[config.mk]
export PLATFORM = sky130hd
export DESIGN_NAME = uart_rx_fifo
export DESIGN_NICKNAME = d
export VERILOG_FILES = /design/src/rtl/uart_rx_fifo.sv
export SDC_FILE = /design/constraint.sdc
export NUM_CORES = 1
export LEC_CHECK = 0
export CORE_UTILIZATION = 40
export DETAILED_ROUTE_END_ITERATION = 10
export DONT_BUFFER_PORTS = 1
export PLACE_DENSITY = 0.55
export SETUP_SLACK_MARGIN = 0.3
export SYNTH_ARGS = -nofsm -noshare
export SYNTH_HDL_FRONTEND = slang
export SYNTH_SLANG_ARGS = --single-unit
[constraint.sdc]
create_clock -name clk_bus -period 2.65 [get_ports clk_bus]
set_input_delay 0.265 -clock clk_bus [delete_from_list [all_inputs] [get_ports clk_bus]]
set_output_delay 0.265 -clock clk_bus [all_outputs]
set_load 0.02 [all_outputs]
[src/rtl/uart_rx_fifo.sv]
// uart_rx_fifo: captures bytes from a level-handshake UART receiver stage
// into a first-word-fall-through FIFO read from the bus side.
// The receiver holds rx_data_available high until it sees a one-cycle
// rx_clear. A byte that arrives while the FIFO is full is dropped and the
// sticky overrun flag is raised.
module uart_rx_fifo #(
  parameter int DEPTH     = 16,
  parameter int AW        = 4,
  parameter int IRQ_LEVEL = 1
) (
  input  logic          clk_bus,
  input  logic          rst_n,
  input  logic [7:0]    rx_data,
  input  logic          rx_data_available,
  output logic          rx_clear,
  input  logic          rd_en,
  output logic [7:0]    rd_data,
  output logic          empty,
  output logic          full,
  output logic [AW:0]   count,
  output logic          overrun,
  input  logic          ovr_clr,
  input  logic          flush,
  output logic          irq
);

  localparam logic [AW:0]   LP_DEPTH     = (AW+1)'(DEPTH);
  localparam logic [AW:0]   LP_IRQ_LEVEL = (AW+1)'(IRQ_LEVEL);
  localparam logic [AW:0]   LP_CNT_ZERO  = (AW+1)'(0);
  localparam logic [AW:0]   LP_CNT_ONE   = (AW+1)'(1);
  localparam logic [AW-1:0] LP_PTR_ZERO  = AW'(0);
  localparam logic [AW-1:0] LP_PTR_ONE   = AW'(1);

  typedef enum logic [1:0] {
    ST_IDLE = 2'd0,
    ST_ACK  = 2'd1,
    ST_HOLD = 2'd2
  } state_t;

  state_t        r_state;
  state_t        w_state_nxt;
  logic          r_rx_clear;
  logic [7:0]    r_mem [0:DEPTH-1];
  logic [AW-1:0] r_wr_ptr;
  logic [AW-1:0] r_rd_ptr;
  logic [AW:0]   r_count;
  logic          r_overrun;

  logic          w_capture;
  logic          w_full;
  logic          w_pop;
  logic          w_push;
  logic          w_drop;

  // The byte is sampled only in IDLE, so ACK/HOLD can never capture twice.
  assign w_capture = (r_state == ST_IDLE) && rx_data_available;
  assign w_full    = (r_count == LP_DEPTH);
  assign w_pop     = rd_en && (r_count != LP_CNT_ZERO);
  // A pop in the same cycle frees the slot a full FIFO would otherwise lack.
  assign w_push    = w_capture && (!w_full || w_pop);
  assign w_drop    = w_capture && w_full && !w_pop;

  // Capture FSM state register.
  always_ff @(posedge clk_bus or negedge rst_n) begin
    if (!rst_n) begin
      r_state <= ST_IDLE;
    end else begin
      r_state <= w_state_nxt;
    end
  end

  // Capture FSM next-state: IDLE -> ACK on a byte, ACK -> HOLD, HOLD waits for the receiver to drop.
  always_comb begin
    w_state_nxt = r_state;
    case (r_state)
      ST_IDLE: begin
        if (rx_data_available) begin
          w_state_nxt = ST_ACK;
        end else begin
          w_state_nxt = ST_IDLE;
        end
      end
      ST_ACK: begin
        w_state_nxt = ST_HOLD;
      end
      ST_HOLD: begin
        if (!rx_data_available) begin
          w_state_nxt = ST_IDLE;
        end else begin
          w_state_nxt = ST_HOLD;
        end
      end
      default: begin
        w_state_nxt = ST_IDLE;
      end
    endcase
  end

  // rx_clear is registered so it is high exactly while the FSM sits in ACK.
  always_ff @(posedge clk_bus or negedge rst_n) begin
    if (!rst_n) begin
      r_rx_clear <= 1'b0;
    end else begin
      r_rx_clear <= (w_state_nxt == ST_ACK);
    end
  end

  // Storage array; left unreset, a flushed push does not write.
  always_ff @(posedge clk_bus) begin
    if (w_push && !flush) begin
      r_mem[r_wr_ptr] <= rx_data;
    end
  end

  // Pointers and fill count; flush wins over any push or pop in the same cycle.
  always_ff @(posedge clk_bus or negedge rst_n) begin
    if (!rst_n) begin
      r_wr_ptr <= LP_PTR_ZERO;
      r_rd_ptr <= LP_PTR_ZERO;
      r_count  <= LP_CNT_ZERO;
    end else if (flush) begin
      r_wr_ptr <= LP_PTR_ZERO;
      r_rd_ptr <= LP_PTR_ZERO;
      r_count  <= LP_CNT_ZERO;
    end else begin
      if (w_push) begin
        r_wr_ptr <= r_wr_ptr + LP_PTR_ONE;
      end
      if (w_pop) begin
        r_rd_ptr <= r_rd_ptr + LP_PTR_ONE;
      end
      case ({w_push, w_pop})
        2'b10:   r_count <= r_count + LP_CNT_ONE;
        2'b01:   r_count <= r_count - LP_CNT_ONE;
        default: r_count <= r_count;
      endcase
    end
  end

  // Sticky overrun: a dropped byte sets it and beats a same-cycle clear.
  always_ff @(posedge clk_bus or negedge rst_n) begin
    if (!rst_n) begin
      r_overrun <= 1'b0;
    end else if (w_drop) begin
      r_overrun <= 1'b1;
    end else if (ovr_clr) begin
      r_overrun <= 1'b0;
    end else begin
      r_overrun <= r_overrun;
    end
  end

  assign rx_clear = r_rx_clear;
  assign rd_data  = r_mem[r_rd_ptr];
  assign count    = r_count;
  assign empty    = (r_count == LP_CNT_ZERO);
  assign full     = w_full;
  assign overrun  = r_overrun;
  assign irq      = (r_count >= LP_IRQ_LEVEL) || r_overrun;

endmodule

# Word level (Yosys, flattened, before mapping)
# Memories as Yosys holds them, arrays and structs flattened.
# Index checks and enable logic that the tools add are counted.
# Widths: inputs -> output; s select.
[totals]
wordCells = 49
reg_bits = 17
n_memories = 1
mem_bits_rw = 128
latchBits = 0
romBits = 0
[memory_table]
columns = ["name", "depth", "word_bits", "read_ports", "rd_ports_with_merged_regs", "write_ports", "line_no", "rtl"]
rows = [
  ["r_mem", 16, 8, 1, 0, 1, "43", "logic [7:0] r_mem [0:DEPTH-1];"],
]
[classes]
shifts = 0
addsub = 4
n_reduce_logical = 18
div = 0
n_eq_ne = 6
n_bitwise = 0
n_mul = 0
n_lt_le_gt_ge = 1
muxes = 13
[op_table]
columns = ["operator", "n"]
rows = [
  ["$mux 4", 4],
  ["$pmux 5 s2", 1],
  ["$add 4x1->4 const B", 2],
  ["$eq 2x1->1 const B", 3],
  ["$logic_and 1x1->1", 6],
  ["$pmux 2 s3", 1],
  ["$reduce_bool 2->1", 3],
  ["$add 5x1->5 const B", 1],
  ["$eq 5x5->1 const B", 1],
  ["$ge 5x1->1 const B", 1],
  ["$logic_not 5->1", 1],
  ["$mux 1", 5],
  ["$mux 5", 1],
  ["$reduce_bool 5->1", 1],
  ["$sub 5x1->5 const B", 1],
  ["$eq 2x2->1 const B", 2],
  ["$logic_not 1->1", 3],
  ["$reduce_bool 3->1", 1],
  ["$logic_not 2->1", 1],
  ["$logic_or 1x1->1", 2],
  ["$mux 2", 1],
]

# Longest topological paths before layout
[depth]
word_depth = 7
ltp_mapped = 7

# Least setup slack after synthesis
# OpenSTA, ideal clock, no wires.
[synth_path]
path_type = "flip-flop to flip-flop"
from = "register r_count[0] (netlist: count[0])"
to = "memory r_mem[0][0] (enable)"
path_buffers = 1
arrival_ns = 1.827
setup_time_ns = 0.370
stages_incl_launch_ff = 8
slack_ns = 0.452
cell_sequence = "dfrtp_1 -> inv_1 -> ha_1 -> or3b_4 -> o21a_1 -> buf_6 -> nand2_1 -> nor2_1"
[synth_via]
elab_chain_cells = 7
elab_cells_between_ends = 9
classes_between = "eq/ne (1); mux (2); reduce/logical (6)"
[synth_lines]
columns = ["element", "line_no", "rtl"]
rows = [
  ["start, declared", "46", "logic [AW:0] r_count;"],
  ["start signal, assigned", "133", "2'b10: r_count <= r_count + LP_CNT_ONE;"],
  ["start signal, assigned", "134", "2'b01: r_count <= r_count - LP_CNT_ONE;"],
  ["start signal, assigned", "135", "default: r_count <= r_count;"],
  ["$eq 5x5->1 / $reduce_bool 5->1 (equally long branches)", "57, 58", ""],
  ["$logic_not 1->1 / $logic_and 1x1->1 (equally long branches)", "60, 58", ""],
  ["$logic_or 1x1->1 *", "60", "assign w_push = w_capture && (!w_full || w_pop);"],
  ["$logic_and 1x1->1 *", "60", ""],
  ["$logic_and 1x1->1 *", "110", "if (w_push && !flush) begin"],
  ["$mux 1 *", "110", ""],
  ["$mux 1 (not written as such) *", "111", "r_mem[r_wr_ptr] <= rx_data;"],
  ["end, declared", "43", ""],
]
# Every way passes the cells marked *; elsewhere a longest branch is shown, timed or not.

# Final worst setup path
[layout_path]
from = "register r_rd_ptr[2]"
to = "output rd_data[4]"
[layout_via]
elab_chain_cells = 1
[layout_lines]
columns = ["element", "line_no", "rtl"]
rows = [
  ["start, declared", "45", "logic [AW-1:0] r_rd_ptr;"],
  ["start signal, assigned", "130", "r_rd_ptr <= r_rd_ptr + LP_PTR_ONE;"],
  ["$mem_v2 16x8", "n/a", ""],
  ["end, declared", "17", "output logic [7:0] rd_data,"],
]
# Every way passes these cells.

==> qor.yml <==
synthesis:
  netlist_instances: 323
  yosysUniqueCellTypes: 41
  synth.area.top_cells: "edfxtp_1, mux4_2, dfrtp_1"
  yosysTopAreaCell: "edfxtp_1"
  synth-warning-count: 0
  synth_ff_type: "edfxtp_1"
  yosys-top-cells-count: "edfxtp_1, mux4_2, nor2_1"
  yosysTopAreaCellShare: 0.6515
  synth_seq_cells: 145
  seq_area_frac_synth: 0.7236
  syn_area_mm2: 0.005899
  async_flop_share: 0.1172
  syn-num-nets: 346
  yosysMostFrequentCell: "edfxtp_1"
  synth_enable_flop_cells: 128
  syn_avg_cell_area_um2: 18.26
power:
  clkPwrFrac: 0.342
  p_sw_mw: 1.793
  p_leak_nw: 2.358
  irDropWorstVdd_mv: 0.4224
  combPwrFrac: 0.234
  switching_share: 0.2845
  pwr-share-seq: 0.424
  p_total_mw: 6.303
  p_int_mw: 4.509
  power_density_mw_per_mm2: 896.5
sta:
  max_freq_mhz: 432.0
  tns_ns: 0
  final-hold-violation-count: 0
  layout_setup_ws_ns: 0.3354
  setup_viol: 0
  post-route-period-util: 0.8734
  grt_setup_unrepaired: "true"
  min_period_ns: 2.315
  clock_skew_ns: 0.007143
  slew_violations: 0
  tightest_slew_ns: 0.8985
  maxSlewHeadroom: 0.3988
critical_path:
  slowest_delay_ns: 0.73
  cp_top_family: "simple AND/OR/NAND/NOR gates"
  worst-path-buf-inv: 0
  crit_type: "reg2out"
  arrival_ns: 2.05
  crit_slowest_cell: "nor2_1"
  cp.required_ns: 2.38
  crit_path_cell_trace: "nor2_1 > a22oi_1 > nand2_2"
  endpoint_kind: "output pin"
  crit_fanout: 8
  startpoint_type: "flip-flop"
detailed_routing:
  vias: 3054
  first_pass_iters: 4
  drt_iter0_drc: 289
  drt_wl_total_um: 12780
  drc: 0
  viasPerCell: 5.396
  ant_nets: 0
  avgRoutedWirePerCell_um: 22.57
clock_tree:
  numCtsBuffers: 17
  htreeDepth: 4
  cts.clk_slew.worst_paths_ns: 0.06
  clock_path_buffers: 2
  insertion_delay_ns: 0.42
  numClockSinks: 145
  tritoncts: "done"
  cts-root-buf: "clkbuf_16"
floorplanning:
  dieArea_mm2: 0.01524
  rows: 44
  start_util: 0.4074
  ios: 32
  dieWidth_um: 123.4
  core_mm2: 0.01448
  die_y_um: 123.4
global_route:
  antenna_found_initial: 0
  first_global_vias: 3165
  grt_pass1_wl_um: 19110
  grt_start_max_net_pins: 33
  overflow: 0
  grt_use_total: 0.1818
layout:
  layout-drive-gt1-share: 0.2880
  fillers: 1214
  antennaDiodeCount: 0
  syn2layout_area_growth_pct: 19.17
  fin_nets: 392
place:
  dp_hpwl_um: 8096
  portBuffers: 0
  place.gp.congestion: 0.7455
  dp_slack_ns: 0.3122
run_status:
  status: "complete, no violations"
hold_path:
  hold_class: "in2reg"
run:
  maxCapViolCount: 0
metal layers:
layer / vias to the layer above / global-route usage / routed length, um
met3: 20 / 0.03828 / 516
met5: - / 0 / 0
met2: 76 / 0.3017 / 6561
met4: 0 / 0.08057 / 242
li1: 1375 / - / -
met1: 1583 / 0.2297 / 5456
cells in the final DEF, fill, tap and decap left out, types with 3 or more instances in the layout:
cell type,count
a21oi_1,3
a22oi_1,11
a22oi_2,5
buf_4,24
clkbuf_1,4
clkbuf_16,18
clkinv_1,3
clkinv_2,3
dfrtp_1,16
dlygate4sd3_1,12
edfxtp_1,128
ha_1,9
inv_1,7
mux2_2,4
mux4_2,32
nand2_1,8
nand2_2,8
nand3_1,3
nor2_1,32
nor2b_1,5
xor2_1,3
power groups by stage:
stage               Clock, mW  Combinational (mW)  Sequential (mW)
floorplan                   0               0.933             2.77
global placement            0                1.34             2.73
detailed placement          0                1.34             2.73
CTS                      2.20                1.42             2.68
global route             2.29                1.59             2.69
finish                   2.16                1.47             2.67
final cells by class:
class / instances / area [um^2] / share of cell area
clock buffer: 21 / 440.4 / 0.06264
sequential: 145 / 4270 / 0.6074
clock inverter: 11 / 90.09 / 0.01281
multi-input combinational: 157 / 1585 / 0.2255
inverter: 7 / 26.28 / 0.003737
timing repair buffer: 41 / 387.9 / 0.05517
tap: 184 / 230.2 / 0.03275
sequential cells by signal (all words and copies together) (netlist names):
register / count
r_state: 2
overrun: 1
r_rd_ptr: 4
rx_clear: 1
r_mem: 128
r_wr_ptr: 4
count: 5
per-stage QoR:
stage / util / std cells / hold WS, ns / instance area [um^2]
final: 0.4856 / 566 / 0.08281 / 7030
after global placement: 0.4320 / 515 / -0.03010 / 6255
after detailed placement: 0.4320 / 515 / -0.03022 / 6255
after CTS: 0.4788 / 560 / 0.06535 / 6933
after floorplan: - / 323 / -0.03059 / 5899
after global routing: 0.4856 / 566 / 0.08223 / 7030
path summary, 6_finish.rpt:
kind                                         startpoint                      end  slack (ns)  depth (start not counted)
max in group asynchronous                         rst_n  r_rd_ptr[0]$_DFFE_PN0P_        1.71                          1
min in group asynchronous                         rst_n       rx_clear$_DFF_PN0_        0.38                          1
worst min register to register     r_state[0]$_DFF_PN0_       rx_clear$_DFF_PN0_        0.52                          1
worst max-delay path            r_rd_ptr[2]$_DFFE_PN0P_               rd_data[4]        0.34                          3
worst min-delay path                              flush     count[0]$_DFFE_PN0P_        0.08                          2
worst max register to register     count[0]$_DFFE_PN0P_   r_mem[10][1]$_DFFE_PP_        0.56                          7
logic make-up after synthesis:
group	synth area share
DFF	0.7236
and+or+nand+nor	0.06490
muxes	0.1332
AOI/OAI and AO/OA	0.03606
buffers and inverters	0.01569
adders and majority gates	0.01909
xor gates and xnor gates	0.007424
repair_timing:
action                                  CTS  global route
resized for setup                         7             8
buffers inserted                          1             4
gates cloned                              0             2
endpoints found under the setup margin    8            39
hold buffers                             12             0
hold endpoints to repair                157             0
pin swaps                                 0             2
Note: power is estimated with default switching activity, not from simulation.
